[src/rtl/genie_wrr_merge_ctl.sv]
// Packet-aware weighted round-robin owner select for an NI-input merge point.
// Latency: zero -- o_sel/o_valid/o_eop/o_ready are combinational from inputs and registered owner state.
// Backpressure: i_ready gates every o_ready bit; state only moves on a transfer (o_valid && i_ready).
//
// Ports:
//   clk, reset       clock; asynchronous active-high reset
//   i_valid, i_eop   per-input valid and end-of-packet (eop qualified by valid)
//   i_weight         per-input packets-per-turn, WBITS each, 0 treated as 1
//   i_ready          downstream ready
//   o_sel            data-mux select (index of the input steered to the output)
//   o_valid, o_eop   valid/eop of the selected input
//   o_ready          per-input ready, only the selected input may see it
//   o_locked         registered mid-packet flag
module genie_wrr_merge_ctl #(
    parameter int NI    = 2,
    parameter int WBITS = 4,
    localparam int NIBITS = (NI > 1) ? $clog2(NI) : 1
) (
    input  logic                clk,
    input  logic                reset,
    input  logic [NI-1:0]       i_valid,
    input  logic [NI-1:0]       i_eop,
    output logic [NI-1:0]       o_ready,
    input  logic [NI*WBITS-1:0] i_weight,
    output logic [NIBITS-1:0]   o_sel,
    output logic                o_valid,
    output logic                o_eop,
    input  logic                i_ready,
    output logic                o_locked
);

    logic [NIBITS-1:0] owner_q, owner_d;
    logic [WBITS-1:0]  credit_q, credit_d;
    logic              locked_q, locked_d;

    logic              hold;
    logic              found;
    logic [NIBITS-1:0] rr_pick;
    logic [NIBITS-1:0] cand;
    logic [NIBITS-1:0] sel;
    logic [WBITS-1:0]  sel_w;
    logic [WBITS-1:0]  eff_w;
    logic              xfer;

    // Arbitration and output steering.
    always_comb begin
        // Another packet in the current turn: owner still has credit and is
        // presenting a packet start right now.
        hold = !locked_q && (credit_q != '0) && i_valid[owner_q];

        // Scan starts one past the owner and ends on the owner itself, so the
        // owner is the lowest-priority candidate when its turn is over.
        rr_pick = owner_q;
        found   = 1'b0;
        cand    = '0;
        for (int k = 1; k <= NI; k++) begin
            cand = NIBITS'((int'(owner_q) + k) % NI);
            if (!found && i_valid[cand]) begin
                rr_pick = cand;
                found   = 1'b1;
            end
        end

        sel     = (locked_q || hold) ? owner_q : rr_pick;
        o_sel   = sel;
        o_valid = i_valid[sel];
        o_eop   = i_eop[sel];

        o_ready = '0;
        sel_w   = '0;
        for (int i = 0; i < NI; i++) begin
            o_ready[i] = i_ready && (sel == NIBITS'(i));
            if (sel == NIBITS'(i)) begin
                sel_w = i_weight[i*WBITS +: WBITS];
            end
        end
        eff_w = (sel_w == '0) ? WBITS'(1) : sel_w;
        xfer  = o_valid && i_ready;
    end

    // Next state: only a transfer moves ownership, credit or the packet lock.
    always_comb begin
        owner_d  = owner_q;
        credit_d = credit_q;
        locked_d = locked_q;
        if (xfer) begin
            locked_d = !o_eop;
            if (!locked_q && !hold) begin
                // Turn start: the weight is sampled only here, so weight
                // changes mid-turn take effect at the next turn.
                owner_d  = sel;
                credit_d = eff_w - WBITS'(1);
            end else if (hold) begin
                credit_d = credit_q - WBITS'(1);
            end
        end
    end

    always_ff @(posedge clk or posedge reset) begin
        if (reset) begin
            owner_q  <= '0;
            credit_q <= '0;
            locked_q <= 1'b0;
        end else begin
            owner_q  <= owner_d;
            credit_q <= credit_d;
            locked_q <= locked_d;
        end
    end

    assign o_locked = locked_q;

endmodule
[config.mk]
export PLATFORM = sky130hd
export DESIGN_NAME = genie_wrr_merge_ctl
export DESIGN_NICKNAME = d
export VERILOG_FILES = /design/src/rtl/genie_wrr_merge_ctl.sv
export SDC_FILE = /design/constraint.sdc
export NUM_CORES = 1
export LEC_CHECK = 0
export CAP_MARGIN = 20
export CORE_MARGIN = 5
export CORE_UTILIZATION = 40
export DETAILED_ROUTE_END_ITERATION = 7
export PLACE_DENSITY = 0.71
export SYNTH_ARGS = -nofsm -noshare
export SYNTH_HDL_FRONTEND = slang
export SYNTH_SLANG_ARGS = --single-unit
[constraint.sdc]
create_clock -name clk -period 3.7 [get_ports clk]
set_input_delay 0.74 -clock clk [delete_from_list [all_inputs] [get_ports clk]]
set_output_delay 0.74 -clock clk [all_outputs]
set_load 0.01 [all_outputs]
==> results.yml, run 1 <==
status:
  run_status: "completed"
detailed_routing:
  routed_wire_length_per_instance_um: 14.7
  drtAntennaViolNets: 0
  detail_route.vias_per_cell: 5.83
  drt_pre_antenna_iters: 4
  routed_wirelength_mm: 1.70
  dr_total_vias: 670
  initialDrtViolationCount: 12
  drc_errors: 0
global_routing:
  grt_start_max_net_pins: 14
  grt_pass1_wl_mm: 2.90
  antenna_found_initial: 0
  total_track_usage_pct: 15.1
  first_global_vias: 655
  globalRoute.totalOverflow: 0
logic_synthesis:
  post_synth_edffs: 0
  yosys_warnings: 0
  yosysSeqAreaShare_pct: 23.9
  post_synth_most_frequent_cells: "6 x sky130_fd_sc_hd__dfrtp_1, 6 x sky130_fd_sc_hd__inv_1, 6 x sky130_fd_sc_hd__nand2_1, 5 x sky130_fd_sc_hd__nand3_1, 5 x sky130_fd_sc_hd__o21ai_0"
  mappedNetlistNets: 92
  syn-cell-area_um2: 629
  postSynthRegisterBits: 6
  synth-async-reset-ratio_pct: 100
  synth_largest_area_cell: "sky130_fd_sc_hd__dfrtp_1"
  post_synth.cell_area_avg_um2: 8.28
  yosys.area.top_type_share_pct: 23.9
  synthDistinctLibCells: 39
  postSynth.topFlopCell: "sky130_fd_sc_hd__dfrtp_1"
  post_synth_main_area_contributors: "sky130_fd_sc_hd__dfrtp_1 24%, sky130_fd_sc_hd__mux2i_1 4.8%, sky130_fd_sc_hd__nand3_1 4.0%, sky130_fd_sc_hd__o21ai_0 4.0%, sky130_fd_sc_hd__inv_1 3.6%"
  synthesis.instances: 76
timing:
  rsz0062_at_grt: "false"
  setup_total_negative_slack_ps: 0
  final_period_minus_worst_setup_slack_ps: 3550
  finalHoldViolCount: 0
  finalWorstSetupSlack_ps: 145
  worst_slew_margin_rel_pct: 73.1
  worst_slew_pin_slew_ps: 400
  setup_viol: 0
  maxSlewViolCount: 0
  fmaxAchievable_mhz: 281
  period_share_pct: 96.1
  fin_clk_skew_ps: 1.01
cells_and_area:
  antennaDiodeCount: 0
  layout.nets: 117
  filler_cell_count: 150
  layout-area-overhead-vs-synth_pct: 40.2
  design_area_um2: 882
  post_route_cells_drive_above_1_share_pct: 15.2
clock_network:
  clkTransAtPathRegs_ps: 40
  postCtsSetupBuffers: 0
  tritoncts.num_buffers: 3
  hold_buffers: 0
  clock_path_buffers: 2
  ctsRootBufferMaster: "sky130_fd_sc_hd__clkbuf_4"
  cts.sink_count: 6
  cts_resized: 0
  h-tree-depth: 1
  cts_tree: "done"
  worstSkewPairLatency_ps: 240
die:
  floorplan.die_area_mm2: 0.00247
  floorplan.core_area_mm2: 0.00151
  die_width_um: 49.7
  initial_utilization_pct: 41.8
  rows: 14
  fp.dieH_um: 49.7
  top_level_ports: 21
worst_setup_path:
  reg2reg_slack_ps: 1330
  rr_endpoint: "credit_q[2]"
  endpoint: "o_eop"
  critical_path.max_fanout: 5
  worst_ep_required_time_ps: 2960
  timing.critical_path.to_type: "output pin"
  crit_arrival_ps: 2810
  r2r.worst_path.cells: 8
  worst_setup_path_start_kind: "input pin"
  worst_setup_path_startpoint: "i_valid[1]"
  critical_path_class: "input pin to output pin"
  crit-reg2reg-launch: "credit_q[2]"
job:
  drv.max_cap_violation_count: 0
placed_design:
  port_buffers: 20
  dpl_cell_area_um2: 860
  finalWeightedCongestion: 0.829
  detailedPlace.worstSlack_ps: 140
  placed_wire_length_estimate_after_detailed_placement_mm: 1.41
power_and_ir_drop:
  power-per-cell-area_mw_per_mm2: 789
  vdd.ir_drop.worst_v: 0.000500
  power.leakage_nw: 0.356
worst_hold_path:
  hp-class: "register to register"
[cells in the final DEF (no fill, tap or decap), types with 2 or more instances in the layout]
cell / n
sky130_fd_sc_hd__a31oi_1: 3
sky130_fd_sc_hd__nor3b_1: 2
sky130_fd_sc_hd__clkbuf_4: 3
sky130_fd_sc_hd__nand3_1: 5
sky130_fd_sc_hd__dfrtp_1: 6
sky130_fd_sc_hd__o21ai_1: 2
sky130_fd_sc_hd__nor2_1: 3
sky130_fd_sc_hd__inv_1: 6
sky130_fd_sc_hd__mux2_2: 2
sky130_fd_sc_hd__nor3_1: 3
sky130_fd_sc_hd__buf_4: 3
sky130_fd_sc_hd__mux2i_1: 3
sky130_fd_sc_hd__nand2_1: 6
sky130_fd_sc_hd__o21ai_0: 5
sky130_fd_sc_hd__a21oi_1: 3
sky130_fd_sc_hd__clkdlybuf4s50_1: 20
[state kept, by name, indices dropped and copies added (netlist names)]
name / count
credit_q: 4
o_locked: 1
owner_q: 1
[cell type report]
cell class	instances	area, um2	share of cell area, %
Multi-Input combinational cell	61	444	50.4
Sequential cell	6	150	17.0
Clock buffer	3	22.5	2.55
Tap cell	16	20.0	2.27
Inverter	6	22.5	2.55
Timing Repair Buffer	23	223	25.2
[routing by layer]
layer	vias to the layer above	routed length, um	track usage, %
met5	-	0	0
met4	0	53	9.17
met3	7	51	3.31
met2	15	878	25.2
met1	310	710	17.1
li1	338	-	-
[metrics by stage]
| step | total power [mW] | hold WS, ps | instances | util [%] |
|---|---|---|---|---|
| floorplan | 0.476 | 531 | 76 | - |
| global placement | 0.625 | 578 | 112 | 57.1 |
| detailed placement | 0.636 | 616 | 112 | 57.1 |
| CTS | 0.699 | 623 | 115 | 58.6 |
| global route | 0.758 | 642 | 115 | 58.6 |
| finish | 0.696 | 627 | 115 | 58.6 |
[logic make-up (layout without fill, tap and decap cells)]
group,after synthesis,count (layout),synth area share [%]
buffers and inverters,9,32,5.57
adder cells (fa/ha/maj),1,1,1.99
flip-flops,6,6,23.9
AO/OA/AOI/OAI,25,25,27.8
multiplexers,6,6,10.7
AND/OR/NAND/NOR,28,28,28.6
XOR/XNOR,1,1,1.39
[critical path, cell delays in order]
cell and delay [ps]:
sky130_fd_sc_hd__clkdlybuf4s50_1 470, sky130_fd_sc_hd__or3b_1 370, sky130_fd_sc_hd__mux2_4 310, sky130_fd_sc_hd__nand2_4 90
sky130_fd_sc_hd__mux2_2 350, sky130_fd_sc_hd__clkdlybuf4s50_1 490
[power by group]
part           internal, mW  total, mW  switching (mW)  leakage, nW
sequential           0.0965      0.165          0.0685       0.0753
clock                0.0365     0.0573          0.0208       0.0138
combinational         0.244      0.474           0.229        0.267
[worst min path at each step]
stage / startpoint / endpoint / slack (ps) / depth (start not counted)
6_report: credit_q[3] / credit_q[3] / 630 / 2
5_1_grt: credit_q[3] / credit_q[3] / 640 / 2
4_1_cts: credit_q[3] / credit_q[3] / 620 / 2
3_5_place_dp: credit_q[3] / credit_q[3] / 620 / 2
3_3_place_gp: credit_q[0] / credit_q[0] / 580 / 2
2_1_floorplan: reset / credit_q[0] / 530 / 1
(Power assumes the default switching activity.)
==> run 2: changes to the inputs <==
--- a/config.mk
+++ b/config.mk
@@ -7,9 +7,8 @@
 export LEC_CHECK = 0
 export CAP_MARGIN = 20
 export CORE_MARGIN = 5
-export CORE_UTILIZATION = 40
+export CORE_UTILIZATION = 30
 export DETAILED_ROUTE_END_ITERATION = 7
-export PLACE_DENSITY = 0.71
 export SYNTH_ARGS = -nofsm -noshare
 export SYNTH_HDL_FRONTEND = slang
 export SYNTH_SLANG_ARGS = --single-unit
==> results.yml, run 2 (same netlist as run 1, synthesis figures left out) <==
worst_setup_path:
  critical_path.max_fanout: 5
  critical_path_class: "input pin to output pin"
  r2r.worst_path.cells: 8
  timing.critical_path.to_type: "output pin"
  worst_setup_path_start_kind: "input pin"
  worst_ep_required_time_ps: 2960
  crit_arrival_ps: 2800
global_routing:
  grt_pass1_wl_mm: 2.92
  first_global_vias: 643
  grt_start_max_net_pins: 14
  antenna_found_initial: 0
  total_track_usage_pct: 11.5
  globalRoute.totalOverflow: 0
placed_design:
  finalWeightedCongestion: 0.809
  port_buffers: 20
  placed_wire_length_estimate_after_detailed_placement_mm: 1.40
cells_and_area:
  layout-area-overhead-vs-synth_pct: 42.3
  layout.cells.most_common: "sky130_fd_sc_hd__clkdlybuf4s50_1"
  layout.nets: 117
  final_cell_mix: "20 x sky130_fd_sc_hd__clkdlybuf4s50_1, 6 x sky130_fd_sc_hd__inv_1, 6 x sky130_fd_sc_hd__nand2_1, 6 x sky130_fd_sc_hd__dfrtp_1"
  postLayoutCoreUtil_pct: 45.2
  antennaDiodeCount: 0
  registers.top_by_ff_count: "credit_q"
  post_route_cells_drive_above_1_share_pct: 15.2
  largest_reg_flops: 4
die:
  floorplan.die_area_mm2: 0.00311
  rows: 16
  top_level_ports: 21
  fp.dieH_um: 55.8
  initial_utilization_pct: 31.8
  die_width_um: 55.8
  floorplan.core_area_mm2: 0.00198
job:
  drv.max_cap_violation_count: 0
power_and_ir_drop:
  design_power_total_mw: 0.695
  power_switching_share_pct: 45.8
  intPower_mw: 0.377
  pwr-share-seq_pct: 23.4
  clockPowerShare_pct: 8.3
  vdd.ir_drop.worst_v: 0.000391
  combinationalPowerShare_pct: 68.2
  power.leakage_nw: 0.356
  power_switching_mw: 0.319
  power-per-cell-area_mw_per_mm2: 776
detailed_routing:
  detail_route.vias_per_cell: 5.21
  drt_pre_antenna_iters: 4
  drtAntennaViolNets: 0
  routed_wirelength_mm: 1.74
  dr_total_vias: 657
  initialDrtViolationCount: 16
  drc_errors: 0
  routed_wire_length_per_instance_um: 13.8
clock_network:
  worstSkewPairLatency_ps: 240
  cts_tree: "done"
  clkTransAtPathRegs_ps: 40
  tritoncts.num_buffers: 3
  h-tree-depth: 1
  hold_buffers: 0
  clock_path_buffers: 2
  cts.sink_count: 6
  ctsRootBufferMaster: "sky130_fd_sc_hd__clkbuf_4"
  postCtsSetupBuffers: 0
  cts_resized: 0
timing:
  fin_clk_skew_ps: 0.272
  period_share_pct: 95.7
  setup_viol: 0
  rsz0062_at_grt: "false"
  worst_slew_margin_rel_pct: 72.6
  fmaxAchievable_mhz: 282
  setup_total_negative_slack_ps: 0
  final_period_minus_worst_setup_slack_ps: 3540
  maxSlewViolCount: 0
  finalHoldViolCount: 0
  worst_slew_pin_slew_ps: 408
worst_hold_path:
  worst_hold_path.num_cells: 2
  hp-class: "register to register"
status:
  run_status: "completed"
-- run 2: cell counts in the layout (fill, tap and decap cells not counted) --
No cell type changed its count.
-- run 2: critical path, stage by stage --
cell and delay (ps):
sky130_fd_sc_hd__clkdlybuf4s50_1 470, sky130_fd_sc_hd__or3b_1 360, sky130_fd_sc_hd__mux2_4 310, sky130_fd_sc_hd__nand2_4 90, sky130_fd_sc_hd__mux2_2 350, sky130_fd_sc_hd__clkdlybuf4s50_1 480
-- run 2: power groups by stage --
stage,Clock (mW),Combinational (mW),Sequential (mW)
after floorplan,0,0.333,0.143
after global placement,0,0.471,0.162
after detailed placement,0,0.472,0.163
after CTS,0.0627,0.475,0.162
after global routing,0.0633,0.521,0.174
final,0.0580,0.475,0.163
-- run 2: path summary, 6_finish.rpt --
check / from / to / slack (ps)
worst max-delay path: i_valid[1] / o_eop / 160
worst min-delay path: credit_q[0] / credit_q[0] / 590
worst max register to register: credit_q[2] / credit_q[2] / 1340
worst min register to register: credit_q[0] / credit_q[0] / 590
max in group asynchronous: reset / credit_q[1] / 2810
min in group asynchronous: reset / o_locked / 710
-- run 2: cell type report --
cell class | instances | area [um2]
repair buffers | 23 | 223
multi-input cells | 61 | 444
flip-flops and latches | 6 | 150
fillers | 193 | 1090
well taps | 27 | 33.8
clock buffers | 3 | 22.5
inverters | 6 | 22.5
-- run 2: stage by stage --
stage / cell area [um2] / setup WS [ps] / std cells / hold slack (ps)
after global placement: 873 / 170 / 123 / 574
after CTS: 896 / 153 / 126 / 599
after detailed placement: 873 / 159 / 123 / 589
final: 896 / 158 / 126 / 594
after global routing: 896 / 79.1 / 126 / 660
after floorplan: 629 / 1110 / 76 / 531
-- run 2: routing by layer --
layer | wire, um | share of wire [%] | GRT usage [%]
met2 | 873 | 50 | 19.1
met1 | 799 | 46 | 14.4
met4 | 14 | 0.81 | 6.60
met3 | 47 | 2.7 | 1.16
met5 | 0 | 0 | 0
==> RTL edit: new RTL, settings of run 2 <==
The parameter `WBITS` goes from 4 to 5.
--- a/src/rtl/genie_wrr_merge_ctl.sv
+++ b/src/rtl/genie_wrr_merge_ctl.sv
@@ -13,7 +13,7 @@
 //   o_locked         registered mid-packet flag
 module genie_wrr_merge_ctl #(
     parameter int NI    = 2,
-    parameter int WBITS = 4,
+    parameter int WBITS = 5,
     localparam int NIBITS = (NI > 1) ? $clog2(NI) : 1
 ) (
     input  logic                clk,
Ports: changed (resized i_weight); port bits go from 21 to 23. No check against the original RTL was run, so the function may have changed too.
==> RTL edit against run 2 <==
Combinational power rose by 1%; fmax grew 0.71%; core utilization shrank 2.2 points; power increased by 3.1%; global-route usage decreased by 1.3 points; worst setup slack improved by 25 ps; worst hold slack worse by 49 ps; sequential cell count is 1 higher; sequential power is 4% higher; highest routed layer unchanged; area after synthesis increased by 8.0%; cell area rose by 5.2%; wire length shrank 7.0%; critical path depth did not move; first-iteration DRC count is 56% lower.
==> RTL edit: results (changes against run 2) <==
metric	value	unit	change
worst_hold_slack	545	ps	-48.8 ps
antenna_found_initial	0		unchanged
met3_length	75	um	+60%
grt.total_usage	10.3	%	-1.3 points
ctsResizeCount	0		unchanged
cp_slowest_stage_delay	550	ps	+70 ps
vdd_drop_max	0.000322	V	-18%
wl_met2	665	um	-24%
final.min_clock_period	3520	ps	-25.0 ps
avgViaCountPerCell	4.87		-6.6%
top_layer	met4		
status	finished clean		
cpMaxStageDelayCell	clkdlybuf4s50_1		
pre_cts_slack	183	ps	+24.2 ps
n_antenna_cell	0		unchanged
clock_skew	8.25	ps	+7.98 ps
crit_fanout	5		unchanged
synth_compound_area_share	22.3	%	-5.5 points
wire_per_inst	11.7	um	-15%
cp.arrival	2780	ps	-20 ps
synthesis.nets	104		+13%
cts_setup_buffers	0		unchanged
final-setup-viol-count	0		unchanged
portBuffers	22		+10%
synthAdderAreaFrac	1.84	%	-0.15 points
grt_max_degree	12		-2
leakagePower	0.404	nW	+13%
synth.distinct_cells	34		-13%
reg2reg_slack	1150	ps	-190 ps
clk_pin_slew	50	ps	
r2r_cells	12		+4
fillers	229		+19%
holdCritPathClass	register to register		
nets	129		+10%
ys_seq_area_share	25.8	%	+1.9 points
hpwl	1.35	mm	-3.6%
synth_warnings	0		unchanged
place_area	916	sq um	+4.9%
place_congestion	0.779		-3.7%
synth-xor-area-share	2.58	%	+1.2 points
synthMuxAreaShare	9.76	%	-0.97 points
grt_pass1_vias	623		-3.1%
grt_pass1_wl	2.74	mm	-6.1%
dr.pass1.iters	4		unchanged
slew_headroom	71.6	%	-1.0 points
cts_buffers	3		unchanged
largest_reg_flops	5		+1
largest-register	credit_q		
drt_iter0_drc	7		-9
async_flop_share	100	%	unchanged
synth_area_leaders	dfrtp_1, nor2_1, mux2i_1		
insertion_delay	250	ps	
synthTopCellsByCount	nor2_1, inv_1, nand2_1		
met1_length	857	um	+7.3%
drive_gt1_share	9.09	%	-6.1 points
min_path_cells	2		unchanged
## RTL edit: cell types whose count changed in the layout (fill, tap and decap cells not counted), sizes merged, moves of 2 or more
cell and change:
clkdlybuf4s50 +2, inv +2, nand3 -2, nor2 +9, o21ai -2
## RTL edit: final cells by class
cell class	count	area share [%]
multi-input combinational	67	46.7
timing repair buffer	24	25.0
sequential	7	18.6
tap	28	3.72
inverter	8	3.19
clock buffer	4	2.79
## RTL edit: metrics by stage
step	std cells	utilization, %
2_1_floorplan	86	-
3_3_place_gp	134	41.8
3_5_place_dp	134	41.8
4_1_cts	138	43.0
5_1_grt	138	43.0
6_report	138	43.0
## RTL edit: cell families after synthesis
family / after synthesis
simple gates: 36
compound gates: 22
xor+xnor: 2
fa+ha+maj: 1
flops: 7
mux: 6
buf+inv: 12
## RTL edit: path summary, 6_finish.rpt
check	from	endpoint
worst max-delay path	i_valid[0]	o_eop
worst max register to register	o_locked	credit_q[4]
worst min register to register	credit_q[1]	credit_q[1]
max in group asynchronous	reset	credit_q[1]
min in group asynchronous	reset	credit_q[3]
worst min-delay path	credit_q[1]	credit_q[1]
## RTL edit: worst reg2reg max path, delay by kind of cell, from the launching register on
kind / cells / cell delay (ps)
flip-flops: 1 / 500
AND/OR/NAND/NOR: 3 / 500
AO/OA/AOI/OAI: 2 / 460
multiplexers: 2 / 360
buffers and inverters: 3 / 300
adder cells (fa/ha/maj): 1 / 170
XOR/XNOR: 1 / 140
## RTL edit: power by group
part           internal [mW]  total [mW]  switching, mW
Clock                 0.0411      0.0686         0.0275
Sequential             0.113       0.169         0.0551
Combinational          0.236       0.480          0.244
Total                  0.391       0.717          0.326
## RTL edit: routing by layer
layer / vias up / track usage (%)
li1: 359 / -
met4: 0 / 4.97
met5: - / 0
met3: 2 / 1.58
met2: 14 / 15.5
met1: 297 / 14.1
